<file path="config.mk">
export PLATFORM = sky130hd
export DESIGN_NAME = cnn_dot_mac_seq_flat
export DESIGN_NICKNAME = d
export VERILOG_FILES = /design/src/rtl/cnn_dot_mac_seq_if.sv /design/src/rtl/cnn_dot_mac_seq.sv /design/src/flat_wrapper.sv
export SDC_FILE = /design/constraint.sdc
export NUM_CORES = 1
export LEC_CHECK = 0
export ABC_CLOCK_PERIOD_IN_PS = 8500
export BUFFER_PORTS_ARGS = -buffer_cell sky130_fd_sc_hd__buf_2
export CAP_MARGIN = 30
export CORE_MARGIN = 1.5
export CORE_UTILIZATION = 40
export DETAILED_ROUTE_END_ITERATION = 12
export PLACE_DENSITY_LB_ADDON = 0.1
export SLEW_MARGIN = 0
export SYNTH_ARGS = -nofsm -noshare
export SYNTH_HDL_FRONTEND = slang
export SYNTH_SLANG_ARGS = --single-unit
</file>
<file path="constraint.sdc">
create_clock -name ap_clk -period 8.5 [get_ports ap_clk]
set_input_delay 2.55 -clock ap_clk [delete_from_list [all_inputs] [get_ports ap_clk]]
set_output_delay 2.55 -clock ap_clk [all_outputs]
set_load 0.005 [all_outputs]
</file>
<file path="src/rtl/cnn_dot_mac_seq_if.sv">
// Block-level bus of the dot-product sequencer: ap_* handshake, job arguments,
// result, and the two single-port operand memory read ports.
interface cnn_dot_mac_seq_if #(
   parameter int A_W    = 14,
   parameter int B_W    = 8,
   parameter int ACC_W  = 32,
   parameter int ADDR_W = 10
);
   logic              ap_start;
   logic              ap_done;
   logic              ap_idle;
   logic              ap_ready;
   logic [ADDR_W:0]   len;
   logic [ADDR_W-1:0] base_a;
   logic [ADDR_W-1:0] base_b;
   logic [ACC_W-1:0]  bias;
   logic [ACC_W-1:0]  ap_return;
   logic [ADDR_W-1:0] a_address0;
   logic              a_ce0;
   logic [A_W-1:0]    a_q0;
   logic [ADDR_W-1:0] b_address0;
   logic              b_ce0;
   logic [B_W-1:0]    b_q0;

   modport slave (
      input  ap_start, len, base_a, base_b, bias, a_q0, b_q0,
      output ap_done, ap_idle, ap_ready, ap_return,
             a_address0, a_ce0, b_address0, b_ce0
   );

   modport master (
      output ap_start, len, base_a, base_b, bias, a_q0, b_q0,
      input  ap_done, ap_idle, ap_ready, ap_return,
             a_address0, a_ce0, b_address0, b_ce0
   );
endinterface

</file>
<file path="src/rtl/cnn_dot_mac_seq.sv">
// Dot-product sequencer: one shared signed multiplier streams operand pairs from two
// 1-cycle-latency memories through a registered product into a bias-seeded accumulator.
module cnn_dot_mac_seq #(
   parameter int A_W    = 14,
   parameter int B_W    = 8,
   parameter int P_W    = A_W + B_W,
   parameter int ACC_W  = 32,
   parameter int ADDR_W = 10
) (
   input  logic             ap_clk,
   input  logic             ap_rst_n,
   cnn_dot_mac_seq_if.slave bus
);
   typedef enum logic [1:0] {IDLE, RUN, DRAIN, DONE} state_t;

   localparam logic [ADDR_W:0] ONE = (ADDR_W+1)'(1);

   state_t                  state_q, state_d;
   logic [ADDR_W:0]         len_q;
   logic [ADDR_W:0]         idx_q;
   logic [ADDR_W-1:0]       base_a_q, base_b_q;
   logic signed [P_W-1:0]   prod_q;
   logic signed [ACC_W-1:0] acc_q;
   logic [ACC_W-1:0]        ret_q;
   logic                    q_vld_q, prod_vld_q;
   logic                    accept, issue, last_issue;

   assign last_issue = (idx_q == len_q - ONE);

   always_ff @(posedge ap_clk or negedge ap_rst_n) begin
      if (!ap_rst_n) state_q <= IDLE;
      else           state_q <= state_d;
   end

   // NOTE: every signal written here gets a default first, so no path can infer a latch.
   always_comb begin
      state_d     = state_q;
      accept      = 1'b0;
      issue       = 1'b0;
      bus.ap_idle = 1'b0;
      bus.ap_done = 1'b0;
      case (state_q)
         IDLE: begin
            bus.ap_idle = 1'b1;
            if (bus.ap_start) begin
               accept  = 1'b1;
               state_d = (bus.len == '0) ? DONE : RUN;
            end
         end
         RUN: begin
            issue = 1'b1;
            if (last_issue) state_d = DRAIN;
         end
         DRAIN: begin
            if (idx_q[0]) state_d = DONE;
         end
         DONE: begin
            bus.ap_done = 1'b1;
            state_d     = IDLE;
         end
         default: state_d = IDLE;
      endcase
   end

   assign bus.ap_ready   = bus.ap_done;
   assign bus.a_ce0      = issue;
   assign bus.b_ce0      = issue;
   assign bus.a_address0 = issue ? base_a_q + idx_q[ADDR_W-1:0] : '0;
   assign bus.b_address0 = issue ? base_b_q + idx_q[ADDR_W-1:0] : '0;
   // The final sum is visible in DONE itself and then held until the next DONE.
   assign bus.ap_return  = (state_q == DONE) ? acc_q : ret_q;

   // NOTE: sequential state uses non-blocking assignments so every register samples pre-edge values.
   always_ff @(posedge ap_clk or negedge ap_rst_n) begin
      if (!ap_rst_n) begin
         len_q      <= '0;
         idx_q      <= '0;
         base_a_q   <= '0;
         base_b_q   <= '0;
         prod_q     <= '0;
         acc_q      <= '0;
         ret_q      <= '0;
         q_vld_q    <= 1'b0;
         prod_vld_q <= 1'b0;
      end else begin
         q_vld_q    <= issue;
         prod_vld_q <= q_vld_q;
         if (q_vld_q) prod_q <= $signed(bus.a_q0) * $signed(bus.b_q0);

         if (accept) begin
            len_q    <= bus.len;
            base_a_q <= bus.base_a;
            base_b_q <= bus.base_b;
            acc_q    <= bus.bias;
         end else if (prod_vld_q) begin
            acc_q <= acc_q + ACC_W'(prod_q);
         end

         // idx walks the issue index in RUN, then counts the two DRAIN cycles.
         if (accept)                  idx_q <= '0;
         else if (state_q == RUN)     idx_q <= last_issue ? '0 : idx_q + ONE;
         else if (state_q == DRAIN)   idx_q <= idx_q + ONE;

         if (state_q == DONE) ret_q <= acc_q;
      end
   end
endmodule

</file>
<file path="src/flat_wrapper.sv">
// flat-port wrapper written by rule: the top's interface ports become plain ports
module cnn_dot_mac_seq_flat 
#(
   parameter int A_W    = 14,
   parameter int B_W    = 8,
   parameter int P_W    = A_W + B_W,
   parameter int ACC_W  = 32,
   parameter int ADDR_W = 10
)
  (ap_clk, ap_rst_n, bus_ap_start, bus_len, bus_base_a, bus_base_b, bus_bias, bus_a_q0, bus_b_q0, bus_ap_done, bus_ap_idle, bus_ap_ready, bus_ap_return, bus_a_address0, bus_a_ce0, bus_b_address0, bus_b_ce0);
  cnn_dot_mac_seq_if #(.A_W(A_W), .B_W(B_W), .ACC_W(ACC_W), .ADDR_W(ADDR_W)) bus_i ();
  input  logic ap_clk;
  input  logic ap_rst_n;
  input wire logic [$bits(bus_i.ap_start)-1:0] bus_ap_start;
  input wire logic [$bits(bus_i.len)-1:0] bus_len;
  input wire logic [$bits(bus_i.base_a)-1:0] bus_base_a;
  input wire logic [$bits(bus_i.base_b)-1:0] bus_base_b;
  input wire logic [$bits(bus_i.bias)-1:0] bus_bias;
  input wire logic [$bits(bus_i.a_q0)-1:0] bus_a_q0;
  input wire logic [$bits(bus_i.b_q0)-1:0] bus_b_q0;
  output wire logic [$bits(bus_i.ap_done)-1:0] bus_ap_done;
  output wire logic [$bits(bus_i.ap_idle)-1:0] bus_ap_idle;
  output wire logic [$bits(bus_i.ap_ready)-1:0] bus_ap_ready;
  output wire logic [$bits(bus_i.ap_return)-1:0] bus_ap_return;
  output wire logic [$bits(bus_i.a_address0)-1:0] bus_a_address0;
  output wire logic [$bits(bus_i.a_ce0)-1:0] bus_a_ce0;
  output wire logic [$bits(bus_i.b_address0)-1:0] bus_b_address0;
  output wire logic [$bits(bus_i.b_ce0)-1:0] bus_b_ce0;
  assign bus_i.ap_start = bus_ap_start;
  assign bus_i.len = bus_len;
  assign bus_i.base_a = bus_base_a;
  assign bus_i.base_b = bus_base_b;
  assign bus_i.bias = bus_bias;
  assign bus_i.a_q0 = bus_a_q0;
  assign bus_i.b_q0 = bus_b_q0;
  assign bus_ap_done = bus_i.ap_done;
  assign bus_ap_idle = bus_i.ap_idle;
  assign bus_ap_ready = bus_i.ap_ready;
  assign bus_ap_return = bus_i.ap_return;
  assign bus_a_address0 = bus_i.a_address0;
  assign bus_a_ce0 = bus_i.a_ce0;
  assign bus_b_address0 = bus_i.b_address0;
  assign bus_b_ce0 = bus_i.b_ce0;
  cnn_dot_mac_seq #(.A_W(A_W), .B_W(B_W), .P_W(P_W), .ACC_W(ACC_W), .ADDR_W(ADDR_W)) u_core (.ap_clk(ap_clk), .ap_rst_n(ap_rst_n), .bus(bus_i));
endmodule
</file>
==> qor.txt <==
Initial antenna violation count = 0
Crit path max-delay family = adder cells
Leak = 0.00674 uW
Chip width = 177 um
Mapped Nets = 1,588
Multiplexer share of the synthesized area = 5.99%
Startpoint types = primary input
Total of max-cap violations = 0
Via count = 9,125
Setup violators final = 0
Setup Buffers After CTS = 0
Critical-path maximum fanout = 11
Vias in the first global route = 9,318
Crit end category = flip-flop
Routed len/inst = 15.5 um
Synth Flop Type = dfrtp_1
Unrepaired setup endpoints after global routing = no
Dpl ws = 0.939 ns
Starting density of the core = 40.7%
Hold crit path type = reg2reg
Seq/Total Area, Yosys = 27.4%
Post-route setup slack = 1.39 ns
H-tree lvl count = 4
Pre-Repair DR Iteration Count = 5
DRT Wirelength = 28,500 um
Final Hold Viols = 0
Post-synth EDFFs = 0
Setup TNS = 0 ns
Post-Syn Area = 12,100 um^2
Fin nets = 1,709
Reg clk slew, reported paths = 0.06 ns
Slowest CP cell = fa_1
Maximum vdd drop = 0.000196 V
FP Rows = 63
PD cells = 402 nW/um^2
Die ar. = 31,200 um^2
RePlAce Congestion = 0.847
Post-synth ARST share = 100%
Largest net degree at the start of global routing = 80
WP data required = 8.81 ns
Crit Path Category = in2reg
Synthesis warning total = 0
WP buf/inv = 4
Worst Skew = 0.00703 ns
Compound-gate portion of the synthesized area = 12.7%
Total power = 5510 uW
Post-DR vias/cell = 4.98
Slew Viols, Final = 0
Hold-critical path depth = 2
Global-route usage over all layers = 19.4%
Cell mode on critical path = fa_1
Synth Area in XOR/XNOR = 5.81%
DRT iter0 DRCs = 422
Stages on worst setup path = 19
Clock tree buffer depth = 2
Post-Synthesis Cells = 1,310
Inserted Clock Buffers = 17
Sink Count = 132
Synthesized flop and latch total = 132
Synth Area in Simple Gates = 15.7%
Clock tree root buffer cell = clkbuf_16
DRC = 0
Slowest stage delay, CP = 0.53 ns
Fin crit period = 7.11 ns
PortBufs = 144
Worst Reg2Reg Path Length in Cells = 13
Crit path cell chain = buf_2, inv_1, nor2_1, fa_1, fa_1, fa_1, inv_1, fa_1, inv_1, ha_1, o21a_1, o21ai_0, a21oi_1, o31a_1, o41ai_2, o2111ai_1, a21oi_1, xnor2_1, mux2_2
Netlist cell types = 67
Cts hold-fix bufs = 0
Chip height = 177 um
GR Overflow Total = 0
First-pass GRT wire length = 47,800 um
Syn-to-layout area delta = 13.7%
Post-cts resize count = 0
Status = complete, no violations
Post-DRT Antenna Nets = 0
Post-DP HPWL = 21,900 um
Antenna Cells = 0
CTS tree = built
Slew @ Worst Pin = 0.879 ns
Max Fclk = 0.141 GHz
Syn avg cell area = 9.20 um^2
Later-pin clock latency in the skew report = 0.43 ns
Proportion of layout cells with a drive suffix above 1 = 17.6%
Core footprint = 29,600 um^2
Worst rel slew slack = 41.4%
Filler cell count = 2,979
I/O pin cnt = 145
Fin crit share = 83.6%
Worst hold slack = 0.483 ns
Post-Synth Adder-Cell Area = 25.6%
Main combinational cell family by area after synthesis = adder cells
Arrival time at the worst endpoint = 7.42 ns
==> final cells by class <==
cell class	instances	area [um^2]	share of cell area [%]
Clock buffer	18	439	3.20
Clock inverter	14	138	1.00
Inverter	161	604	4.41
Multi-Input combinational cell	969	7940	57.9
Sequential cell	132	3300	24.1
Tap cell	390	488	3.56
Timing Repair Buffer	150	792	5.78
==> worst paths after layout <==
kind	startpoint	endpoint	slack (ns)
worst max-delay path	bus_b_q0[7]	u_core.prod_q[20]	1.39
max in group asynchronous	ap_rst_n	u_core.acc_q[19]	5.06
min in group asynchronous	ap_rst_n	u_core.base_a_q[3]	2.12
worst max register to register	u_core.acc_q[0]	u_core.acc_q[30]	5.33
worst min-delay path	u_core.base_b_q[7]	u_core.base_b_q[7]	0.48
worst min register to register	u_core.base_b_q[7]	u_core.base_b_q[7]	0.48
==> layer usage <==
layer	share of wire (%)	global-route usage [%]	wire [um]
met3	3.2	3.06	910
met1	47	25.6	13300
met5	0	0	0
met2	49	33.7	14100
met4	0.89	3.78	252
==> placed cells by master, fill, tap and decap left out, types with 20 or more instances in the layout <==
cell     count
inv_1      161
and2_1      81
a21oi_1     79
xor2_1      20
fa_1        94
xnor2_1     60
o21ai_0     54
buf_2      143
dfrtp_1    132
nand2_1    170
nor2_1      53
mux2_2      49
ha_1        95
==> kinds of logic (layout without fill, tap and decap cells) <==
kind of cell / count (synthesis) / after routing
xor gates and xnor gates: 80 / 80
AOI/OAI and AO/OA: 244 / 244
DFF: 132 / 132
buffers and inverters: 209 / 343
muxes: 66 / 66
and+or+nand+nor: 389 / 389
adders and majority gates: 190 / 190
==> cells in the mapped netlist (all sizes together) (2+ instances only) <==
| cell type | n | area [um^2] |
|---|---|---|
| buf | 15 | 90.1 |
| a211oi | 4 | 30.0 |
| o31a | 3 | 27.5 |
| mux2 | 49 | 552 |
| clkbuf | 33 | 124 |
| nor4 | 5 | 31.3 |
| inv | 161 | 604 |
| a32oi | 3 | 26.3 |
| o21a | 15 | 113 |
| xor2 | 20 | 175 |
| a21o | 17 | 128 |
| fa | 94 | 1880 |
| dfrtp | 132 | 3300 |
| nand4 | 7 | 43.8 |
| ha | 96 | 1200 |
| a31oi | 2 | 12.5 |
| nand2 | 171 | 642 |
| o21ai | 72 | 375 |
| a211o | 3 | 26.3 |
| o21bai | 17 | 128 |
| o22ai | 4 | 25.0 |
| xnor2 | 60 | 526 |
| o311a | 2 | 21.3 |
| and2 | 82 | 513 |
| nor2 | 53 | 199 |
| nor2b | 12 | 82.6 |
| a21oi | 79 | 395 |
| mux2i | 17 | 170 |
| o211ai | 4 | 30.0 |
| nor3 | 10 | 71.3 |
| o31ai | 5 | 42.5 |
| and3 | 17 | 106 |
| nand3 | 10 | 50.1 |
| nand2b | 14 | 87.6 |
==> registers in the layout, indices dropped and copies added, names as in the netlist <==
| register | cells |
|---|---|
| u_core.acc_q | 32 |
| u_core.ret_q | 32 |
| u_core.base_a_q | 10 |
| u_core.idx_q | 11 |
| u_core.base_b_q | 10 |
| u_core.state_q | 2 |
| u_core.prod_q | 22 |
| u_core.prod_vld_q | 1 |
| u_core.len_q | 11 |
| u_core.q_vld_q | 1 |
==> stage by stage <==
step           util (%)  instance area, um^2  std cells
4_1_cts            46.2                13700       1834
5_1_grt            46.2                13700       1834
6_report           46.2                13700       1834
3_5_place_dp       44.3                13100       1802
3_3_place_gp       44.2                13100       1801
2_1_floorplan         -                12100       1310
==> where the power goes <==
| group | leakage [uW] | internal, uW | switching (uW) |
|---|---|---|---|
| sequential | 0.00161 | 938 | 244 |
| clock | 0.000289 | 436 | 289 |
| combinational | 0.00484 | 1680 | 1920 |
| total | 0.00674 | 3050 | 2460 |
==> worst reg2reg max path, delay by kind of cell, from the launching register on <==
kind | cells | cell delay (ns)
buffers and inverters | 1 | 0.08
AO/OA/AOI/OAI | 7 | 1.87
XOR/XNOR | 1 | 0.14
flip-flops | 1 | 0.40
adder cells (fa/ha/maj) | 2 | 0.49
AND/OR/NAND/NOR | 2 | 0.12
Note: power is estimated with default switching activity, not from simulation.
